### src/rtl/lsu_pkg.sv
// Shared types and constants for the LSU request path and the writeback stage.
package lsu_pkg;

  typedef enum logic [1:0] {
    IDLE      = 2'd0,
    REQ       = 2'd1,
    WAIT_RESP = 2'd2
  } lsu_state_e;

  // Size codes, packed as {signed,h,b}.
  localparam logic [2:0] SZ_W  = 3'b000;
  localparam logic [2:0] SZ_SH = 3'b110;
  localparam logic [2:0] SZ_SB = 3'b101;
  localparam logic [2:0] SZ_UH = 3'b010;
  localparam logic [2:0] SZ_UB = 3'b001;

  // Bit positions inside the {signed,h,b} field handed to writeback.
  localparam int WB_SEXT = 2;
  localparam int WB_H    = 1;
  localparam int WB_B    = 0;

endpackage

### src/rtl/lsu_store_align.sv
// Combinational decode of a memory op: byte enables, lane-replicated store
// data, alignment check and size-code legality.
module lsu_store_align
  import lsu_pkg::*;
(
  input  logic        ls,
  input  logic [2:0]  sext_hb,
  input  logic [1:0]  addr_lo,
  input  logic [31:0] wdata,
  output logic [3:0]  be,
  output logic [31:0] wdata_rep,
  output logic        misaligned,
  output logic        illegal
);

  logic code_bad_s;

  // Decode size code into lanes, replicated data and alignment status.
  always_comb begin
    be         = 4'b0000;
    wdata_rep  = 32'h0000_0000;
    misaligned = 1'b0;
    code_bad_s = 1'b0;
    case (sext_hb)
      SZ_W: begin
        be         = 4'b1111;
        wdata_rep  = wdata;
        misaligned = (addr_lo != 2'b00);
      end
      SZ_SH, SZ_UH: begin
        be         = 4'b0011 << {addr_lo[1], 1'b0};
        wdata_rep  = {2{wdata[15:0]}};
        misaligned = addr_lo[0];
      end
      SZ_SB, SZ_UB: begin
        be         = 4'b0001 << addr_lo;
        wdata_rep  = {4{wdata[7:0]}};
        misaligned = 1'b0;
      end
      default: begin
        code_bad_s = 1'b1;
      end
    endcase
    // A signed store has no meaning, so it is rejected like a bad code.
    illegal = code_bad_s | (~ls & sext_hb[WB_SEXT]);
  end

endmodule

### src/rtl/lsu_mem_req.sv
// Data-memory request side of the LSU: accepts one op at a time from execute,
// issues the bus request, waits for load data (with timeout) and reports
// completion, exceptions and bus errors as single-cycle pulses.
module lsu_mem_req
  import lsu_pkg::*;
#(
  parameter int WIDTH    = 32,
  parameter int ADDR_LEN = 32,
  parameter int TIMEOUT  = 64
) (
  input  logic                clk,
  input  logic                rst,
  input  logic                ex_valid,
  output logic                ex_ready,
  input  logic                ex_ls,
  input  logic                ex_signed,
  input  logic                ex_h,
  input  logic                ex_b,
  input  logic [ADDR_LEN-1:0] ex_addr,
  input  logic [WIDTH-1:0]    ex_wdata,
  output logic                mem_req_valid,
  input  logic                mem_req_ready,
  output logic                mem_req_we,
  output logic [ADDR_LEN-1:0] mem_req_addr,
  output logic [3:0]          mem_req_be,
  output logic [WIDTH-1:0]    mem_req_wdata,
  input  logic                mem_resp_valid,
  input  logic [WIDTH-1:0]    mem_resp_data,
  output logic                wb_valid,
  output logic                wb_ls,
  output logic [WIDTH-1:0]    wb_rdata,
  output logic [1:0]          wb_addr_lo,
  output logic [2:0]          wb_sext_hb,
  output logic                lsu_exc,
  output logic                bus_err
);

  localparam int CW = (TIMEOUT > 2) ? $clog2(TIMEOUT) : 1;
  localparam logic [CW-1:0] CNT_MAX = CW'(TIMEOUT - 1);

  logic [3:0]       be_s;
  logic [WIDTH-1:0] wrep_s;
  logic             misal_s;
  logic             illegal_s;

  lsu_store_align u_align (
    .ls         (ex_ls),
    .sext_hb    ({ex_signed, ex_h, ex_b}),
    .addr_lo    (ex_addr[1:0]),
    .wdata      (ex_wdata),
    .be         (be_s),
    .wdata_rep  (wrep_s),
    .misaligned (misal_s),
    .illegal    (illegal_s)
  );

  lsu_state_e          state_q, state_d;
  logic [CW-1:0]       cnt_q, cnt_d;
  logic                op_ls_q, op_ls_d;
  logic [2:0]          op_sext_q, op_sext_d;
  logic [1:0]          op_lo_q, op_lo_d;
  logic                ex_ready_q, ex_ready_d;
  logic                req_valid_q, req_valid_d;
  logic                req_we_q, req_we_d;
  logic [ADDR_LEN-1:0] req_addr_q, req_addr_d;
  logic [3:0]          req_be_q, req_be_d;
  logic [WIDTH-1:0]    req_wdata_q, req_wdata_d;
  logic                wb_valid_q, wb_valid_d;
  logic                wb_ls_q, wb_ls_d;
  logic [WIDTH-1:0]    wb_rdata_q, wb_rdata_d;
  logic [1:0]          wb_lo_q, wb_lo_d;
  logic [2:0]          wb_sext_q, wb_sext_d;
  logic                lsu_exc_q, lsu_exc_d;
  logic                bus_err_q, bus_err_d;

  // Next-state and next-output computation for the request/response FSM.
  always_comb begin
    state_d     = state_q;
    cnt_d       = cnt_q;
    op_ls_d     = op_ls_q;
    op_sext_d   = op_sext_q;
    op_lo_d     = op_lo_q;
    req_we_d    = req_we_q;
    req_addr_d  = req_addr_q;
    req_be_d    = req_be_q;
    req_wdata_d = req_wdata_q;
    wb_ls_d     = wb_ls_q;
    wb_rdata_d  = wb_rdata_q;
    wb_lo_d     = wb_lo_q;
    wb_sext_d   = wb_sext_q;
    wb_valid_d  = 1'b0;
    lsu_exc_d   = 1'b0;
    bus_err_d   = 1'b0;
    case (state_q)
      IDLE: begin
        if (ex_valid) begin
          if (illegal_s | misal_s) begin
            lsu_exc_d = 1'b1;
          end else begin
            state_d     = REQ;
            op_ls_d     = ex_ls;
            op_sext_d   = {ex_signed, ex_h, ex_b};
            op_lo_d     = ex_addr[1:0];
            req_we_d    = ~ex_ls;
            req_addr_d  = {ex_addr[ADDR_LEN-1:2], 2'b00};
            req_be_d    = be_s;
            req_wdata_d = wrep_s;
          end
        end else begin
          state_d = IDLE;
        end
      end
      REQ: begin
        if (mem_req_ready) begin
          if (op_ls_q) begin
            state_d = WAIT_RESP;
            cnt_d   = {CW{1'b0}};
          end else begin
            state_d    = IDLE;
            wb_valid_d = 1'b1;
            wb_ls_d    = 1'b0;
            wb_lo_d    = op_lo_q;
            wb_sext_d  = op_sext_q;
          end
        end else begin
          state_d = REQ;
        end
      end
      WAIT_RESP: begin
        // Data arriving on the last allowed cycle still wins over the timeout.
        if (mem_resp_valid) begin
          state_d    = IDLE;
          wb_valid_d = 1'b1;
          wb_ls_d    = 1'b1;
          wb_rdata_d = mem_resp_data;
          wb_lo_d    = op_lo_q;
          wb_sext_d  = op_sext_q;
        end else if (cnt_q == CNT_MAX) begin
          state_d   = IDLE;
          bus_err_d = 1'b1;
        end else begin
          cnt_d = cnt_q + {{(CW-1){1'b0}}, 1'b1};
        end
      end
      default: begin
        state_d = IDLE;
      end
    endcase
    ex_ready_d  = (state_d == IDLE);
    req_valid_d = (state_d == REQ);
  end

  // State, captured op fields and all registered outputs.
  always_ff @(posedge clk) begin
    if (rst) begin
      state_q     <= IDLE;
      cnt_q       <= {CW{1'b0}};
      op_ls_q     <= 1'b0;
      op_sext_q   <= 3'b000;
      op_lo_q     <= 2'b00;
      ex_ready_q  <= 1'b1;
      req_valid_q <= 1'b0;
      req_we_q    <= 1'b0;
      req_addr_q  <= {ADDR_LEN{1'b0}};
      req_be_q    <= 4'b0000;
      req_wdata_q <= {WIDTH{1'b0}};
      wb_valid_q  <= 1'b0;
      wb_ls_q     <= 1'b0;
      wb_rdata_q  <= {WIDTH{1'b0}};
      wb_lo_q     <= 2'b00;
      wb_sext_q   <= 3'b000;
      lsu_exc_q   <= 1'b0;
      bus_err_q   <= 1'b0;
    end else begin
      state_q     <= state_d;
      cnt_q       <= cnt_d;
      op_ls_q     <= op_ls_d;
      op_sext_q   <= op_sext_d;
      op_lo_q     <= op_lo_d;
      ex_ready_q  <= ex_ready_d;
      req_valid_q <= req_valid_d;
      req_we_q    <= req_we_d;
      req_addr_q  <= req_addr_d;
      req_be_q    <= req_be_d;
      req_wdata_q <= req_wdata_d;
      wb_valid_q  <= wb_valid_d;
      wb_ls_q     <= wb_ls_d;
      wb_rdata_q  <= wb_rdata_d;
      wb_lo_q     <= wb_lo_d;
      wb_sext_q   <= wb_sext_d;
      lsu_exc_q   <= lsu_exc_d;
      bus_err_q   <= bus_err_d;
    end
  end

  assign ex_ready      = ex_ready_q;
  assign mem_req_valid = req_valid_q;
  assign mem_req_we    = req_we_q;
  assign mem_req_addr  = req_addr_q;
  assign mem_req_be    = req_be_q;
  assign mem_req_wdata = req_wdata_q;
  assign wb_valid      = wb_valid_q;
  assign wb_ls         = wb_ls_q;
  assign wb_rdata      = wb_rdata_q;
  assign wb_addr_lo    = wb_lo_q;
  assign wb_sext_hb    = wb_sext_q;
  assign lsu_exc       = lsu_exc_q;
  assign bus_err       = bus_err_q;

endmodule

### config.mk
export PLATFORM = sky130hd
export DESIGN_NAME = lsu_mem_req
export DESIGN_NICKNAME = d
export VERILOG_FILES = /design/src/rtl/lsu_pkg.sv /design/src/rtl/lsu_store_align.sv /design/src/rtl/lsu_mem_req.sv
export SDC_FILE = /design/constraint.sdc
export NUM_CORES = 1
export LEC_CHECK = 0
export ABC_CLOCK_PERIOD_IN_PS = 4150
export CORE_MARGIN = 4
export CORE_UTILIZATION = 35
export CTS_BUF_LIST = sky130_fd_sc_hd__clkbuf_4 sky130_fd_sc_hd__clkbuf_8
export CTS_CLUSTER_DIAMETER = 50
export DETAILED_ROUTE_END_ITERATION = 12
export GPL_ROUTABILITY_DRIVEN = 0
export PLACE_DENSITY_LB_ADDON = 0.05
export SKIP_CTS_REPAIR_TIMING = 1
export SYNTH_ARGS = -nofsm -noshare
export SYNTH_HDL_FRONTEND = slang
export SYNTH_HIERARCHICAL = 1
export SYNTH_SLANG_ARGS = --single-unit
### constraint.sdc
create_clock -name clk -period 4.15 [get_ports clk]
set_input_delay 0.83 -clock clk [delete_from_list [all_inputs] [get_ports clk]]
set_output_delay 0.83 -clock clk [all_outputs]
set_load 0.02 [all_outputs]
# After elaboration in Yosys (flattened, before gate mapping)

Cells that the tools add are included.

Flip-flop bits (word level): 124
Word-level logic and storage cells: 91

Add/sub/neg operators: 1
Equality and inequality tests: 14
Shifts and indexed selects: 2
Muxes and demuxes: 34
Bitwise gates (word level): 8
Reduce and logical (&&, ||, !) cells: 14

Operator list:

| operator              | number |
|---|---|
| $pmux W32 S3          | 1 |
| $mux W6               | 4 |
| $mux W2               | 9 |
| $ne A2 B2 Y1 const B  | 6 |
| $pmux W4 S3           | 1 |
| $pmux W6 S2           | 1 |
| $mux W1               | 9 |
| $mux W3               | 3 |
| $add A6 B1 Y6 const B | 1 |
| $eq A3 B3 Y1 const B  | 2 |
| $eq A6 B6 Y1 const B  | 1 |
| $pmux W1 S2           | 3 |
| $pmux W2 S3           | 1 |
| $pmux W3 S2           | 1 |
| $reduce_or A3 Y1      | 2 |
| $not A1 Y1            | 5 |
| $reduce_and A5 Y1     | 1 |
| $reduce_or A5 Y1      | 1 |
| $eq A2 B1 Y1 const B  | 2 |
| $logic_not A2 Y1      | 2 |
| $pmux W2 S2           | 1 |
| $reduce_and A4 Y1     | 1 |
| $reduce_bool A2 Y1    | 2 |
| $reduce_or A2 Y1      | 2 |
| other kinds (10)      | 11 |

# Depth between registers and ports, before layout

Gate-level depths: netlist of run 1.

Word-level depth: 9
Depth in mapped cells: 9

# Cells and area by module

The synthesis of run 1 kept the hierarchy.

Modules (own cells, without submodules):

| module          | instances | cells an instance | area an instance (um^2) | seq. area each (um^2) |
|---|---|---|---|---|
| lsu_mem_req     | 1         | 560               | 4,519.3                 | 2,482.4 |
| lsu_store_align | 1         | 96                | 615.6                   | 0.0 |

# Worst setup path before layout of run 1

No wires, ideal clock.

Path kind: input to register
From: in ex_h
To: reg req_addr_q[10], in the netlist mem_req_addr[10]
Data arrival time: 2.274 ns
Data required time: 4.080 ns
Slack: 1.806 ns
Cell stages on the path: 9
Cells stage by stage: buf_4 > inv_1 > a21oi_2 > nor2b_1 > nor2_1 > nand3_1 > clkbuf_1 > nand2_1 > a21oi_1

RTL lines:

| element                                             | line                  | source |
|---|---|---|
| start: declaration                                  | lsu_mem_req.sv:17     | `input logic ex_h,` |
| $eq A3 B3 Y1 / $eq A3 B2 Y1 (equally long branches) | lsu_store_align.sv:24 | `case (sext_hb)` |
| $reduce_or A2 Y1                                    | lsu_store_align.sv:24 |  |
| $pmux W1 S2 (*)                                     | lsu_store_align.sv:24 |  |
| via misal_s                                         | lsu_mem_req.sv:43     | `logic misal_s;` |
| $or A1 B1 Y1 (*)                                    | lsu_mem_req.sv:97     | `if (illegal_s \| misal_s) begin` |
| $not A1 Y1 (no source line) (*)                     | -                     |  |
| $reduce_and A3 Y1 (no source line) (*)              | -                     |  |
| end signal: assignment                              | lsu_mem_req.sv:164    | `req_addr_q <= {ADDR_LEN{1'b0}};` |
| end signal: assignment                              | lsu_mem_req.sv:183    | `req_addr_q <= req_addr_d;` |
| end: declaration                                    | lsu_mem_req.sv:65     | `logic [ADDR_LEN-1:0] req_addr_q, req_addr_d;` |

The timed path passes the listed nets; every way through them passes the cells marked *.
A chain may end at the register's enable or synchronous reset.

# Worst setup path after layout of run 1

From: in ex_b
To: reg req_wdata_q[27], in the netlist mem_req_wdata[27]

RTL lines:

| element                                             | line                  | source |
|---|---|---|
| start: declaration                                  | lsu_mem_req.sv:18     | `input logic ex_b,` |
| $eq A3 B3 Y1 / $eq A3 B2 Y1 (equally long branches) | lsu_store_align.sv:24 |  |
| $reduce_or A2 Y1                                    | lsu_store_align.sv:24 |  |
| $pmux W1 S2 (*)                                     | lsu_store_align.sv:24 |  |
| via misal_s                                         | lsu_mem_req.sv:43     |  |
| $or A1 B1 Y1 (*)                                    | lsu_mem_req.sv:97     |  |
| $not A1 Y1 (no source line) (*)                     | -                     |  |
| $reduce_and A3 Y1 (no source line) (*)              | -                     |  |
| end signal: assignment                              | lsu_mem_req.sv:166    | `req_wdata_q <= {WIDTH{1'b0}};` |
| end signal: assignment                              | lsu_mem_req.sv:185    | `req_wdata_q <= req_wdata_d;` |
| end: declaration                                    | lsu_mem_req.sv:67     | `logic [WIDTH-1:0] req_wdata_q, req_wdata_d;` |

Marked as above.

==> impl_metrics.json, run 1 <==
{
  "status": "finished, final reports clean",
  "top_level_ports": 217,
  "finalSetupTns_ns": 0,
  "rr_worst_depth": 7,
  "yosys_register_bits": 124,
  "fin_crit_ns": 2.98,
  "r2r_setup_slack_ns": 1.98,
  "ys_top_cells_by_count": "nand2_1 (243), dfxtp_1 (124), a21oi_1 (108)",
  "syn-instance-count": 656,
  "crit_end": "mem_req_wdata[27]",
  "drtAntennaViolNets": 0,
  "dr.pass1.iters": 4,
  "seq_area_frac_synth_pct": 48.3,
  "routed_wl_um": 16000,
  "synth.most_common_cell": "nand2_1",
  "hpwl_um": 11100,
  "finalCritPeriodShare_pct": 71.9,
  "p_int_mw": 1.98,
  "power.share.clock_pct": 38.0,
  "first_global_vias": 5022,
  "grt_max_degree": 122,
  "wl_per_cell_um": 15.3,
  "dp_slack_ns": 0.734,
  "combPwrFrac_pct": 15.1,
  "antenna_found_initial": 0,
  "yosys_warnings": 6,
  "vias_per_cell": 4.91,
  "synth_area_mm2": 0.00513,
  "worst_pin_slew_ns": 1.28,
  "crit_start": "ex_b",
  "slew_violations": 0,
  "critPathArrivalTime_ns": 3.33,
  "worst_slack_ns": 1.17,
  "clockBufferDepth": 2,
  "cts_tree": "done",
  "hold_viol_final": 0,
  "timing.rr.end": "mem_req_wdata[27]",
  "clock_sinks": 124,
  "cts.clk_slew.worst_paths_ns": 0.07,
  "grt_pass1_wl_um": 25000,
  "start_util_pct": 35.5,
  "clockRootBuffer": "clkbuf_8",
  "die_x_um": 129,
  "net-switching-power_mw": 0.676,
  "cp-end-kind": "flop",
  "ys.flop_type": "dfxtp_1",
  "timing.fmax_mhz": 335,
  "area_delta_synth_final_pct": 49.7,
  "synth_largest_area_cell": "dfxtp_1",
  "r2r-start": "state_q[1]",
  "htree_levels": 4,
  "relSlewSlack_pct": 14.5,
  "worstPathRequired_ns": 4.50,
  "core_mm2": 0.0145,
  "drtIter0Drc": 267,
  "rows": 44,
  "diodes": 0,
  "worstSetupStartpointType": "input port",
  "skew_ns": 0.00613,
  "numPortBuffers": 214,
  "drc": 0,
  "cts_buffers": 17,
  "synth.area.top_cells": "dfxtp_1 (48%), nand2_1 (18%), a21oi_1 (11%)",
  "avgSynthCellArea_um2": 7.83,
  "synth_edf_count": 0,
  "drive_gt1_share_pct": 6.29,
  "fill_cells": 1386,
  "clock_latency_ns": 0.43,
  "yosys.cell_types.count": 52,
  "rsz0062_at_grt": "no",
  "dieArea_mm2": 0.0167,
  "grt_usage_pct": 18.8,
  "cap_viol_max_count": 0,
  "ir_drop_mv": 0.230,
  "pwr-share-seq_pct": 46.9,
  "die_height_um": 129,
  "p_leak_nw": 2.76,
  "power.density_mw_per_mm2": 346,
  "p_sw_share_pct": 25.4,
  "cp_max_fo": 70,
  "critPathKind": "input port to flop",
  "worstHoldPathType": "flop to flop",
  "grt_overflow": 0,
  "setup_violations": 0,
  "synth_top_area_share_pct": 48.3,
  "num_vias": 5116,
  "fin_nets": 955,
  "async_reset_ff_share_pct": 0
}
cells in the final DEF, fill, tap and decap left out, drive strengths merged, types with 2 or more instances in the layout:
master         synthesis  final
a211oi                 3      3
ha                     5      5
and3                   3      3
nor2b                  5      5
a21o                   2      2
o21ai                  9      9
o31ai                  3      3
a31oi                  2      2
a22o                   8      8
nand3b                 3      3
clkbuf                30     25
clkdlybuf4s50          0    213
inv                    9      9
o32ai                  2      2
a32oi                 12     12
nand3                  7      7
nand4                  5      5
nor2                  13     13
or3                    2      2
a21oi                110    110
dfxtp                124    124
mux2i                  7      7
and2                  11     11
nand2                243    243
buf                   19      5
conb                   1      2
nor3                   4      4
clkinv                 0      5
area by class of cell:
cell class              instances  area [µm²]  area share (%)
repair buffers                218        2180            28.4
flip-flops and latches        124        2480            32.3
well taps                     184         230            3.00
inverters                       9        33.8           0.440
multi-input cells             475        2370            30.9
clock buffers                  25         319            4.15
clock inverters                 7        62.6           0.814
state kept, by name (all words and copies together) (netlist names), 2 cells and up:
register,cells
cnt_q,6
wb_addr_lo,2
op_sext_q,3
wb_sext_hb,3
wb_rdata,32
op_lo_q,2
state_q,2
mem_req_wdata,32
mem_req_addr,30
mem_req_be,4
power groups by stage:
stage	clock network [mW]	registers [mW]	logic [mW]
after floorplan	0	1.31	0.155
after global placement	0	1.27	0.401
after detailed placement	0	1.27	0.403
after CTS	1.05	1.25	0.405
after global routing	1.11	1.25	0.436
final	1.01	1.25	0.402
routing by layer:
metal	track usage (%)	wire length [µm]	up-vias
met5	0	0	-
met4	6.86	347	0
met3	7.13	1320	25
met2	30.9	7630	184
met1	22.6	6680	2340
li1	-	-	2567
how the worst min path moves through the flow:
stage                startpoint          endpoint  slack [ns]  cells past startpoint
2_1_floorplan        op_lo_q[0]        op_lo_q[0]        0.44                      2
3_3_place_gp       wb_rdata[17]      wb_rdata[17]        0.44                      2
3_5_place_dp   mem_req_addr[18]  mem_req_addr[18]        0.45                      2
4_1_cts        mem_req_addr[20]  mem_req_addr[20]        0.46                      2
5_1_grt        mem_req_addr[20]  mem_req_addr[20]        0.47                      2
6_report           op_sext_q[2]      op_sext_q[2]        0.45                      2
cells by family (layout without fill, tap and decap cells):
group | count (synthesis) | count (layout) | synth area share [%]
buffers and inverters | 58 | 259 | 5.68
other | 1 | 2 | 0.0730
and+or+nand+nor | 304 | 304 | 25.2
adders and majority gates | 5 | 5 | 1.22
muxes | 7 | 7 | 1.36
DFF | 124 | 124 | 48.3
AOI/OAI and AO/OA | 157 | 157 | 18.1
through the flow:
stage	hold WS (ns)	std cells	utilization, %	total power [mW]	area, µm²
after floorplan	0.436	657	-	1.47	5140
after global placement	0.441	1010	50.4	1.67	7300
after detailed placement	0.445	1010	50.4	1.68	7300
after CTS	0.455	1042	53.1	2.70	7680
after global routing	0.470	1042	53.1	2.79	7680
final	0.452	1042	53.1	2.66	7680
critical path, cell delays in order:
cell,delay (ns)
clkdlybuf4s50_1,0.78
a21oi_2,0.19
nor2b_1,0.20
nor3_2,0.36
buf_4,0.67
nand2_1,0.13
a21oi_1,0.15
No activity file was read; power rests on OpenSTA's default activity.
==> inputs of run 2 (changes only) <==
ABC_CLOCK_PERIOD_IN_PS = 2400   (was 4150)
clock period = 2.4 ns   (was 4.15 ns; I/O delays follow)
==> impl_metrics.json, run 2 (synthesized netlist as in run 1, its figures left out) <==
{
  "worst_pin_slew_ns": 0.677,
  "cts_tree": "done",
  "wl_per_cell_um": 15.2,
  "fill_cells": 1375,
  "setup_violations": 0,
  "cts_buffers": 17,
  "r2r-start": "state_q[0]",
  "antenna_found_initial": 0,
  "drc": 0,
  "crit_start": "state_q[0]",
  "cp_cell_sequence": "inv_1 > ha_1 > nor2b_1 > o21ai_1 > or4_1 > a21boi_1",
  "layout_common_cells": "nand2_1 (243), clkdlybuf4s50_1 (213), dfxtp_1 (124)",
  "fin_nets": 969,
  "timing.fmax_mhz": 521,
  "first_global_vias": 4961,
  "drtAntennaViolNets": 0,
  "drive_gt1_share_pct": 7.69,
  "worstHoldPathType": "flop to flop",
  "slew_violations": 0,
  "clockBufferDepth": 2,
  "htree_levels": 4,
  "vias_per_cell": 4.86,
  "die_x_um": 129,
  "routed_wl_um": 16000,
  "hold_viol_final": 0,
  "dr.pass1.iters": 4,
  "p_leak_nw": 2.86,
  "relSlewSlack_pct": 54.9,
  "critPathKind": "flop to flop",
  "clock_sinks": 124,
  "num_vias": 5125,
  "power.density_mw_per_mm2": 600,
  "cts.clk_slew.worst_paths_ns": 0.07,
  "finalCritPeriodShare_pct": 79.9,
  "mostFrequentLayoutCell": "nand2_1",
  "numPortBuffers": 214,
  "critPathArrivalTime_ns": 2.29,
  "worst_slack_ns": 0.481,
  "slowest_stage": "or4_1",
  "core_mm2": 0.0145,
  "area_delta_synth_final_pct": 53.2,
  "clockRootBuffer": "clkbuf_8",
  "hpwl_um": 11600,
  "rows": 44,
  "dieArea_mm2": 0.0167,
  "worstSetupStartpointType": "flop",
  "grt_max_degree": 63,
  "finalSetupTns_ns": 0,
  "grt_overflow": 0,
  "cp-end-kind": "flop",
  "grt_usage_pct": 18.8,
  "worstPathRequired_ns": 2.78,
  "clock_latency_ns": 0.43,
  "die_height_um": 129,
  "ir_drop_mv": 0.373,
  "skew_ns": 0.00816,
  "hp-start": "mem_req_addr[20]",
  "fin_crit_ns": 1.92,
  "top_level_ports": 217,
  "rsz0062_at_grt": "no",
  "cp_max_fo": 11,
  "dp_slack_ns": 0.0177,
  "status": "finished, final reports clean",
  "diodes": 0,
  "drtIter0Drc": 295,
  "cap_viol_max_count": 0,
  "cpPeakStageDelay_ns": 0.52,
  "start_util_pct": 35.5,
  "grt_pass1_wl_um": 24800
}
run 2: cell types whose count changed in the layout (fill, tap and decap cells not counted):
cell,previous run,this run
buf_4,4,13
buf_12,1,6
clkbuf_4,4,2
bufinv_16,1,2
clkinv_2,5,6
clkinvlp_4,1,0
run 2: power breakdown:
group | leakage (nW) | internal (mW) | switching, mW | total [mW]
Sequential | 1.00 | 2.12 | 0.0327 | 2.15
Clock | 0.212 | 1.04 | 0.794 | 1.83
Combinational | 1.65 | 0.370 | 0.364 | 0.734
Total | 2.86 | 3.53 | 1.19 | 4.72
run 2: critical path, delay by kind of cell (launching register included):
family / cells / cell delay, ns
buffers and inverters: 1 / 0.12
and+or+nand+nor: 2 / 0.74
adders and majority gates: 1 / 0.38
AOI/OAI and AO/OA: 2 / 0.28
DFF: 1 / 0.33
run 2: per-layer routing:
layer	GRT usage [%]	routed length [µm]
met4	5.81	206
met2	31.1	7770
met5	0	0
met1	22.1	6650
met3	8.20	1400
run 2: final timing paths:
path	to	slack, ns	cells after the start
worst max-delay path	cnt_q[3]	0.48	6
worst min register to register	mem_req_addr[20]	0.45	2
worst max register to register	cnt_q[3]	0.48	6
worst min-delay path	mem_req_addr[20]	0.45	2
run 2: through the flow:
step | cells | cell area, µm² | hold WS, ns | utilization [%] | power, mW
3_5_place_dp | 1024 | 7470 | 0.447 | 51.6 | 2.94
2_1_floorplan | 657 | 5140 | 0.436 | - | 2.54
4_1_cts | 1055 | 7870 | 0.456 | 54.3 | 4.79
3_3_place_gp | 1024 | 7470 | 0.441 | 51.6 | 2.93
5_1_grt | 1055 | 7870 | 0.469 | 54.3 | 4.94
6_report | 1055 | 7870 | 0.452 | 54.3 | 4.72
run 2: final cells by class:
cell class | count | area [µm²] | area share [%]
multi-input combinational | 475 | 2370 | 30.2
timing repair buffer | 232 | 2350 | 29.9
sequential | 124 | 2480 | 31.6
tap | 184 | 230 | 2.93
clock buffer | 23 | 304 | 3.87
clock inverter | 8 | 90.1 | 1.15
inverter | 9 | 33.8 | 0.430
==> inputs of run 3 (changes only) <==
ABC_CLOCK_PERIOD_IN_PS = 1900   (was 2400)
clock period = 1.9 ns   (was 2.4 ns; I/O delays follow)
==> impl_metrics.json, run 3 (synthesized netlist as in run 1, its figures left out) <==
{
  "rr_worst_depth": 6,
  "power.density_mw_per_mm2": 734,
  "vias_per_cell": 4.90,
  "grt_pass1_wl_um": 25600,
  "final_cell_count_no_fill": 1069,
  "grt_max_degree": 73,
  "drive_gt1_share_pct": 9.49,
  "timing.rr.end": "mem_req_valid",
  "drtAntennaViolNets": 0,
  "fin_crit_ns": 1.81,
  "finalSetupTns_ns": 0,
  "drtIter0Drc": 211,
  "critPathKind": "flop to primary output",
  "cap_viol_max_count": 0,
  "crit_buf_inv": 1,
  "r2r-start": "cnt_q[0]",
  "first_global_vias": 5135,
  "routed_wl_um": 16100,
  "top_level_ports": 217,
  "hold_end": "mem_req_wdata[13]",
  "antenna_found_initial": 0,
  "cts_tree": "done",
  "die_height_um": 129,
  "fin_nets": 982,
  "dr.pass1.iters": 5,
  "diodes": 0,
  "dieArea_mm2": 0.0167,
  "status": "finished, final reports clean",
  "hp-start": "rst",
  "cp_cell_sequence": "clkdlybuf4s50_1",
  "cpPeakStageDelay_ns": 0.63,
  "clock_latency_ns": 0.43,
  "rows": 44,
  "rsz0062_at_grt": "yes",
  "skew_ns": 0.00850,
  "slew_violations": 0,
  "p_leak_nw": 2.94,
  "crit_family": "buffers and inverters",
  "worstPathRequired_ns": 1.52,
  "finalCritPeriodShare_pct": 95.1,
  "numPortBuffers": 214,
  "layout_common_cells": "nand2_1 (243), clkdlybuf4s50_1 (212), dfxtp_1 (124)",
  "critPathArrivalTime_ns": 1.43,
  "cts.clk_slew.worst_paths_ns": 0.07,
  "timing.fmax_mhz": 554,
  "mostFrequentLayoutCell": "nand2_1",
  "ir_drop_mv": 0.346,
  "cp-end-kind": "primary output",
  "place_inst": 1037,
  "grt_overflow": 0,
  "clockBufferDepth": 2,
  "grt_usage_pct": 19.2,
  "worstHoldPathType": "input port to flop",
  "worstSetupStartpointType": "flop",
  "hpwl_um": 11900,
  "core_mm2": 0.0145,
  "setup_violations": 0,
  "start_util_pct": 35.5,
  "area_delta_synth_final_pct": 55.6,
  "hold_path_depth": 2,
  "num_vias": 5239,
  "hold_viol_final": 0,
  "clockRootBuffer": "clkbuf_8",
  "drc": 0,
  "cts_buffers": 17,
  "slowest_stage": "clkdlybuf4s50_1",
  "wl_per_cell_um": 15.1,
  "htree_levels": 4,
  "clock_sinks": 124,
  "die_x_um": 129,
  "cp_max_fo": 2,
  "r2r_setup_slack_ns": 0.10
}
[run 3: cell count changes in the layout (fill, tap and decap cells not counted), sizes merged]
cell / previous run / this run
buf: 19 / 32
clkbuf: 23 / 25
bufinv: 2 / 1
clkdlybuf4s50: 213 / 212
clkinv: 6 / 5
clkinvlp: 0 / 1
dlymetal6s2s: 0 / 1
[run 3: worst max-delay path by stage]
stage	from	end	depth (start not counted)
finish	mem_req_we	mem_req_we	1
global route	cnt_q[0]	state_q[1]	6
CTS	mem_req_wdata[25]	mem_req_wdata[25]	1
detailed placement	ex_h	mem_req_addr[24]	9
global placement	ex_h	mem_req_valid	8
floorplan	ex_h	mem_req_addr[28]	9
[run 3: routing by layer]
metal,share of wire [%],wire (µm),track usage [%],up-vias
met5,0,0,0,-
met4,1.4,223,6.98,0
met3,7.9,1280,6.88,20
met1,42,6740,23.3,2441
li1,-,-,-,2620
met2,49,7870,31.4,158
[run 3: final cells by class]
class	count	area (µm²)
well taps	184	230
fillers	1342	6490
inverters	9	33.8
flip-flops and latches	124	2480
clock inverters	7	62.6
multi-input cells	475	2380
repair buffers	245	2470
clock buffers	25	319
[run 3: power by group]
part / total [mW] / leakage, nW / switching, mW / internal [mW]
clock network: 2.19 / 0.203 / 0.975 / 1.22
registers: 2.72 / 1.00 / 0.0430 / 2.68
logic: 0.947 / 1.73 / 0.461 / 0.486
total: 5.87 / 2.94 / 1.48 / 4.39
[run 3: per-stage QoR]
stage	power, mW	area [µm²]	setup WS (ns)	hold slack [ns]	utilization, %
CTS	5.96	7980	0.0407	0.299	55.1
global placement	3.72	7590	-0.220	0.441	52.4
global route	6.17	7990	-0.0304	0.306	55.2
detailed placement	3.73	7590	-0.311	0.447	52.4
finish	5.87	7990	0.0939	0.335	55.2
floorplan	3.20	5140	0.00579	0.436	-
